===== src/rtl/fetch_queue.sv =====
// Instruction fetch stage: owns the PC, captures each word the instruction
// memory returns into a small circular queue and hands the head to decode.
module fetch_queue #(
    parameter logic [31:0] RESET_PC = 32'h0000_0000,
    parameter int unsigned QDEPTH   = 2
) (
    input  logic        clk,
    input  logic        reset,
    output logic [31:0] imem_addr,
    input  logic [31:0] imem_rd,
    input  logic        redirect_valid,
    input  logic [31:0] redirect_pc,
    input  logic        dec_ready,
    output logic        dec_valid,
    output logic [31:0] dec_instr,
    output logic [31:0] dec_pc,
    output logic [31:0] dec_pcplus8,
    output logic [31:0] fetch_count
);

    localparam int unsigned PW = (QDEPTH > 1) ? $clog2(QDEPTH) : 1;
    localparam int unsigned CW = $clog2(QDEPTH + 1);
    localparam logic [31:0] RESET_PC_ALIGNED = RESET_PC & 32'hFFFF_FFFC;
    localparam logic [PW-1:0] LAST_IDX = PW'(QDEPTH - 1);
    localparam logic [CW-1:0] FULL_CNT = CW'(QDEPTH);

    logic [31:0]   pc_q, pc_d;
    logic [PW-1:0] rd_ptr_q, rd_ptr_d;
    logic [PW-1:0] wr_ptr_q, wr_ptr_d;
    logic [CW-1:0] count_q, count_d;
    logic [31:0]   fetch_count_q, fetch_count_d;
    logic          dec_valid_q, dec_valid_d;
    logic [31:0]   dec_instr_q, dec_instr_d;
    logic [31:0]   dec_pc_q, dec_pc_d;
    logic [31:0]   dec_pcplus8_q, dec_pcplus8_d;

    logic [31:0]   instr_mem_q [QDEPTH];
    logic [31:0]   pc_mem_q    [QDEPTH];

    logic          pop;
    logic          push;
    logic          head_bypass;
    logic [31:0]   head_instr;
    logic [31:0]   head_pc;

    // Handshake decode; a redirect suppresses the fetch but not the pop.
    always_comb begin
        pop  = dec_valid_q & dec_ready;
        push = ~redirect_valid & ((count_q < FULL_CNT) | pop);
    end

    // Pointer, count and PC next-state.
    always_comb begin
        pc_d          = pc_q;
        rd_ptr_d      = rd_ptr_q;
        wr_ptr_d      = wr_ptr_q;
        count_d       = count_q;
        fetch_count_d = fetch_count_q;

        if (redirect_valid) begin
            pc_d     = redirect_pc & 32'hFFFF_FFFC;
            rd_ptr_d = '0;
            wr_ptr_d = '0;
            count_d  = '0;
        end else begin
            if (pop) begin
                rd_ptr_d = (rd_ptr_q == LAST_IDX) ? '0 : rd_ptr_q + PW'(1);
            end
            if (push) begin
                wr_ptr_d      = (wr_ptr_q == LAST_IDX) ? '0 : wr_ptr_q + PW'(1);
                pc_d          = pc_q + 32'd4;
                fetch_count_d = fetch_count_q + 32'd1;
            end
            case ({push, pop})
                2'b10:   count_d = count_q + CW'(1);
                2'b01:   count_d = count_q - CW'(1);
                default: count_d = count_q;
            endcase
        end
    end

    // Next head entry; forward the word being written when it becomes the head.
    always_comb begin
        head_bypass   = push & (wr_ptr_q == rd_ptr_d);
        head_instr    = head_bypass ? imem_rd : instr_mem_q[rd_ptr_d];
        head_pc       = head_bypass ? pc_q    : pc_mem_q[rd_ptr_d];
        dec_valid_d   = (count_d != '0);
        dec_instr_d   = '0;
        dec_pc_d      = '0;
        dec_pcplus8_d = '0;
        if (dec_valid_d) begin
            dec_instr_d   = head_instr;
            dec_pc_d      = head_pc;
            dec_pcplus8_d = head_pc + 32'd8;
        end
    end

    always_ff @(posedge clk) begin
        if (reset) begin
            pc_q          <= RESET_PC_ALIGNED;
            rd_ptr_q      <= '0;
            wr_ptr_q      <= '0;
            count_q       <= '0;
            fetch_count_q <= '0;
            dec_valid_q   <= 1'b0;
            dec_instr_q   <= '0;
            dec_pc_q      <= '0;
            dec_pcplus8_q <= '0;
        end else begin
            pc_q          <= pc_d;
            rd_ptr_q      <= rd_ptr_d;
            wr_ptr_q      <= wr_ptr_d;
            count_q       <= count_d;
            fetch_count_q <= fetch_count_d;
            dec_valid_q   <= dec_valid_d;
            dec_instr_q   <= dec_instr_d;
            dec_pc_q      <= dec_pc_d;
            dec_pcplus8_q <= dec_pcplus8_d;
        end
    end

    // Queue storage needs no reset; pointers and count define what is live.
    always_ff @(posedge clk) begin
        if (push && !reset) begin
            instr_mem_q[wr_ptr_q] <= imem_rd;
            pc_mem_q[wr_ptr_q]    <= pc_q;
        end
    end

    assign imem_addr   = pc_q;
    assign fetch_count = fetch_count_q;
    assign dec_valid   = dec_valid_q;
    assign dec_instr   = dec_instr_q;
    assign dec_pc      = dec_pc_q;
    assign dec_pcplus8 = dec_pcplus8_q;

endmodule


===== config.mk =====
export PLATFORM = sky130hd
export DESIGN_NAME = fetch_queue
export DESIGN_NICKNAME = d
export VERILOG_FILES = /design/src/rtl/fetch_queue.sv
export SDC_FILE = /design/constraint.sdc
export NUM_CORES = 1
export LEC_CHECK = 0
export CAP_MARGIN = 20
export CORE_MARGIN = 4
export CORE_UTILIZATION = 30
export DETAILED_ROUTE_END_ITERATION = 10
export GPL_ROUTABILITY_DRIVEN = 0
export HOLD_SLACK_MARGIN = 0.1
export PLACE_DENSITY = 0.52
export SLEW_MARGIN = 40
export SYNTH_ARGS = -nofsm -noshare
export SYNTH_HDL_FRONTEND = slang
export SYNTH_SLANG_ARGS = --single-unit
export TNS_END_PERCENT = 20

===== constraint.sdc =====
create_clock -name clk -period 9.85 [get_ports clk]
set_input_delay 1.97 -clock clk [delete_from_list [all_inputs] [get_ports clk]]
set_output_delay 1.97 -clock clk [all_outputs]
set_load 0.005 [all_outputs]

-- Word-level counts from Yosys, hierarchy flattened
Memories as Yosys holds them, arrays and structs flattened. A register that Yosys moved wholly into a read port is not among the register bits.
Index checks and enable logic that the tools add are counted.
- bits in registers: 133
- memory bits (writable): 128
- input port bits: 68
- output and inout bits: 161
- memories kept: 2
- memories (memory ; words ; width ; read ports ; clocked after Yosys merged registers in ; wr ports ; line ; text):
    instr_mem_q ; 2 ; 32 ; 1 ; 1 ; 1 ; 37 ; logic [31:0] instr_mem_q [QDEPTH];
    pc_mem_q ; 2 ; 32 ; 1 ; 0 ; 1 ; 38 ; logic [31:0] pc_mem_q [QDEPTH];
- add/subtract/negate cells: 7
- magnitude comparators: 1
- eq/ne operators: 3
- multiplexer cells: 11
- bitwise operators: 6
- reductions and logical operators: 7
- operators by type and width (cell ; count):
    2-to-1 mux 32 bit ; 3
    adder 32 x 1 -> 32 bit, second input constant ; 1
    adder 32 x 3 -> 32 bit, second input constant ; 1
    adder 32 x 4 -> 32 bit, second input constant ; 1
    2-to-1 mux 1 bit ; 6
    one-hot mux 2 bit (2 select lines) ; 1
    nonzero test 2 bit ; 2
    OR reduction 2 bit ; 2
    bitwise AND 1 bit ; 3
    adder 1 bit, second input constant ; 2
    adder 2 x 1 -> 2 bit, second input constant ; 1
    equality test 2 x 1 -> 1 bit, second input constant ; 1
    equality test 2 bit, second input constant ; 1
    less-than comparator 2 bit, second input constant ; 1
    2-to-1 mux 2 bit ; 1
    inverter 1 bit ; 2
    AND reduction 2 bit ; 1
    subtractor 2 x 1 -> 2 bit, second input constant ; 1
    equality test 1 bit ; 1
    logical AND 1 bit ; 1
    zero test 1 bit ; 1
    bitwise OR 1 bit ; 1

-- Longest topological paths before layout
- word-level depth: 9
- mapped depth: 15
- gate-level depth less buffers: 13

-- Worst setup path before layout
Ideal clock, no wire load.
- path type: input -> register
- start point: in redirect_valid
- end point: mem instr_mem_q[0][0], enable pin
- setup time: 0.635 ns
- arrival: 8.361 ns
- data required time: 9.215 ns
- slack: 0.854 ns
- cell stages on the path: 3
- path buffers: 2
- cells stage by stage: clkbuf_1 -> clkbuf_1 -> nor4_1
- word-level cells in the longest chain between the ends: 5
- ends and longest elaborated chain (item ; line ; text):
    start, declared ; 11 ; input logic redirect_valid,
    inverter 1 bit (no source line) ; -- ;
    bitwise AND 1 bit ; 49 ; push = ~redirect_valid & ((count_q < FULL_CNT) | pop);
    logical AND 1 bit ; 124 ; if (push && !reset) begin
    2-to-1 mux 1 bit ; 124 ;
    2-to-1 mux 1 bit (implied by the code) ; 125 ; instr_mem_q[wr_ptr_q] <= imem_rd;
    end, declared ; 37 ;
No other way between the ends.

-- Worst setup path after layout
- start point: in redirect_valid
- end point: reg dec_pcplus8_q[23], in the netlist dec_pcplus8[23]
- word-level cells in the longest chain between the ends: 8
- elaborated cells on any way between the ends: 15
- ends and longest elaborated chain (item ; line ; text):
    branches (longest 8 deep; another with adder 32 x 4 -> 32 bit) ; -- ;
    end signal, assigned ; 118 ; dec_pcplus8_q <= dec_pcplus8_d;
    end, declared ; 35 ; logic [31:0] dec_pcplus8_q, dec_pcplus8_d;
Several ways; the timed one is not identified.
A chain may end at the register's enable or synchronous reset.

==> results.md <==
* Via count at 8266
* Final min period at 5.887 ns
* I/O Pins at 229
* HP Class: flop to flop
* Hold path startpoint: fetch_count[1]$_SDFFE_PP0P_
* Initial antenna violation count at 5
* Rel. slew slack at 0.4829
* Seq pwr share at 0.463
* WHS at 0.4999 ns
* DP Cell Count at 1743
* Yosys warning count at 0
* # hold bufs at CTS at 0
* First-pass GRT wire length at 47780 microns
* Fraction of registers with async set/reset at 0
* CTS-repair resized insts at 0
* Drt initial violations at 323
* Kind of cell adding the most delay to the critical path: simple AND/OR/NAND/NOR gates
* Largest net degree at the start of global routing at 79
* Die height at 201.9 microns
* Combinational power share at 0.104
* Final setup fails at 0
* Layout area overhead at 33.97%
* Sequence of cells on the critical path: clkdlybuf4s50_1 > buf_4 > nor2b_2 > a21oi_4 > buf_4 > nand2_1 > a31o_1 > or4_4 > nor3_4 > nand4_1 > mux2_1
* Via density at 4.574
* Worst hold endpoint: fetch_count[1]$_SDFFE_PP0P_
* Count leader, synth: nand2_1
* Vias in the first global route at 8107
* Area contributors post-synth: edfxtp_1, dfxtp_1, nand2_1
* Clock-pin slew of the registers on the worst-case setup and hold paths at 0.06 ns
* Worst slew pin tran at 0.7757 ns
* CTS Sinks at 282
* Req. time, crit path at 10.26 ns
* FF-to-FF path depth at 9
* R2r setup slk at 5.65 ns
* Synth cell types at 55
* Final max-slew violation count at 0
* H-tree Lvls at 2
* Max-cap viol count at 0
* Post-synth top flop: dfxtp_1
* Row cnt at 70
* Crit path top cell by count: buf_4
* Core ar. at 36870 sq um
* VDD IR max at 0.09345 mV
* Switching share of total power at 0.2434
* Die ar. at 40750 sq um
* DRT Pass-1 Iters at 4
* Final non-filler cell total at 1807
* CTS max path bufs at 3
* Clock root buffer: clkbuf_16
* Reg-to-reg endpoint: dec_pcplus8[23]$_SDFF_PP0_
* Endpoint type of the worst setup path: flop
* Post-synth EDFFs at 124
* Worst reg2reg startpoint: dec_valid$_SDFF_PP0_
* Post-synthesis sequential area ratio at 0.6108
* Setup Crit Path Kind: input pin to flop
* NetSw at 0.6887 mW
* Clock latency on the worst-skew pair at 0.52 ns
* Pleak at 5.311 nW
* GRT Residual Overflow at 0
* Fmax at 169.9 MHz
* Clock skew at 0.009399 ns
* Hold depth at 2
* Seq cells post-synth at 282
* GRT Total Usage at 0.1471
* Share of Yosys cell area claimed by the top area cell type at 0.3303
* Syn avg cell area at 10.62 sq um
* Final period util at 0.5976
* Status: completed
* Final net count at 1348
* DRT antenna net count at 0
* Max FO, Critical Path at 42
* DRC Markers at 0
* Die width at 201.9 microns
* Max incr delay on CP at 0.66 ns
* Post-synth top cells: nand2_1, nor2_1, dfxtp_1
* Layout cells sized above 1 at 0.08442
* Post-DP HPWL at 21250 microns
* RSZ-0062 raised after global routing: false
* Cell Area, Synth at 11270 sq um
* Syn Inst Count at 1062
* Endpoint arrival time on the critical path at 6.29 ns
* Area leader, netlist: edfxtp_1
* Setup TNS at 0 ns
* CTS tree: yes
* Port Buffers at 220
* Clk pwr share at 0.434
* Final WL at 31280 microns
* Cts bufs inserted at 35
* Number of buffers and inverters on the critical path at 3
* Detailed-route wire length per cell at 17.31 microns
* Final hold viol count at 0
* Slowest cell on the critical path: a21oi_4
* Worst setup SP type: input pin
* Pint at 2.141 mW
* ANT cells at 0
* Initial Util at 0.3058
* PD cells at 187.3 nW/um^2
* Post-CTS Setup Bufs at 0
## worst max-delay path by stage
stage	startpoint	end	slack, ns	cells after the start
final	redirect_valid	dec_pcplus8[23]$_SDFF_PP0_	3.96	11
after global routing	redirect_valid	dec_pcplus8[27]$_SDFF_PP0_	3.66	11
after CTS	redirect_valid	dec_pcplus8[23]$_SDFF_PP0_	3.93	11
after detailed placement	redirect_valid	dec_pcplus8[23]$_SDFF_PP0_	3.38	12
after global placement	redirect_valid	dec_pcplus8[27]$_SDFF_PP0_	3.29	11
after floorplan	redirect_valid	instr_mem_q[0][0]$_DFFE_PP_	0.85	3
## cell usage in the layout, fill, tap and decap left out, types with 4 or more instances in the layout
| cell | Yosys | layout |
|---|---|---|
| a211oi_1 | 23 | 23 |
| clkdlybuf4s50_1 | 0 | 219 |
| o21ai_0 | 8 | 8 |
| edfxtp_1 | 124 | 124 |
| and4_1 | 6 | 6 |
| buf_4 | 9 | 8 |
| nand2_1 | 168 | 168 |
| and2_1 | 17 | 17 |
| nor4_1 | 7 | 6 |
| nor3_1 | 9 | 8 |
| nor3b_1 | 4 | 4 |
| xor2_1 | 34 | 34 |
| clkinv_2 | 0 | 7 |
| clkbuf_1 | 38 | 8 |
| or3_1 | 4 | 4 |
| clkbuf_16 | 0 | 36 |
| dfxtp_1 | 158 | 158 |
| ha_1 | 4 | 4 |
| mux2_1 | 8 | 8 |
| inv_1 | 18 | 17 |
| or2_2 | 8 | 8 |
| a311oi_1 | 33 | 33 |
| a31o_2 | 6 | 6 |
| nand4_1 | 25 | 25 |
| nand3_1 | 26 | 26 |
| and3_1 | 6 | 5 |
| conb_1 | 1 | 6 |
| nor2_1 | 166 | 165 |
| mux2i_1 | 8 | 8 |
| xnor2_1 | 44 | 44 |
| a31oi_1 | 10 | 10 |
| a21oi_1 | 43 | 43 |
| clkbuf_8 | 0 | 6 |
## tightest hold or removal path, stage by stage, from the launching register on
cell	delay, ns
dfxtp_1	0.34
nand2_1	0.06
a21oi_1	0.05
## cells by family (layout without fill, tap and decap cells)
logic type | Yosys count | after routing | synth area share
fa+ha+maj | 4 | 4 | 0.004439
mux | 18 | 18 | 0.01731
other cells | 1 | 6 | 0.0003326
xor+xnor | 78 | 78 | 0.06059
flops | 282 | 282 | 0.6108
compound gates | 140 | 140 | 0.09022
simple gates | 462 | 462 | 0.1852
buf+inv | 77 | 313 | 0.03107
## metal layers
| layer | vias up | GRT usage | routed length, microns |
|---|---|---|---|
| met2 | 199 | 0.2191 | 13600 |
| met1 | 3872 | 0.2030 | 14310 |
| met4 | 8 | 0.03809 | 688 |
| met3 | 57 | 0.05407 | 2629 |
| li1 | 4130 | - | - |
| met5 | - | 0 | 47 |
## registers in the layout, summed over array words and instances (netlist names)
register,count
wr_ptr_q,1
dec_pc,30
instr_mem_q,64
pc_mem_q,60
rd_ptr_q,1
dec_pcplus8,29
fetch_count,32
imem_addr,30
dec_valid,1
count_q,2
dec_instr,32
## final cells by class
| class | count | area (sq um) |
|---|---|---|
| Clock inverter | 14 | 115.1 |
| Sequential cell | 282 | 6887 |
| Inverter | 18 | 67.56 |
| Timing Repair Buffer | 231 | 2295 |
| Multi-Input combinational cell | 708 | 4096 |
| Clock buffer | 50 | 1013 |
| Fill cell | 3568 | 21770 |
| Tap cell | 504 | 630.6 |
## metrics by stage
stage / total power, mW / cell area (sq um) / setup slack, ns / utilization
after global placement: 1.628 / 13950 / 3.288 / 0.3782
final: 2.830 / 15100 / 3.963 / 0.4096
after detailed placement: 1.632 / 13980 / 3.378 / 0.3790
after floorplan: 1.479 / 11290 / 0.8540 / -
after CTS: 2.882 / 15100 / 3.927 / 0.4096
after global routing: 2.952 / 15100 / 3.663 / 0.4096
## power by group through the flow
stage          Sequential (mW)  Combinational, mW  Clock [mW]
2_1_floorplan             1.33              0.149           0
3_5_place_dp              1.33              0.297           0
6_report                  1.31              0.293        1.23
3_3_place_gp              1.33              0.295           0
4_1_cts                   1.31              0.299        1.27
5_1_grt                   1.32              0.323        1.31
Note: power is estimated with default switching activity, not from simulation.
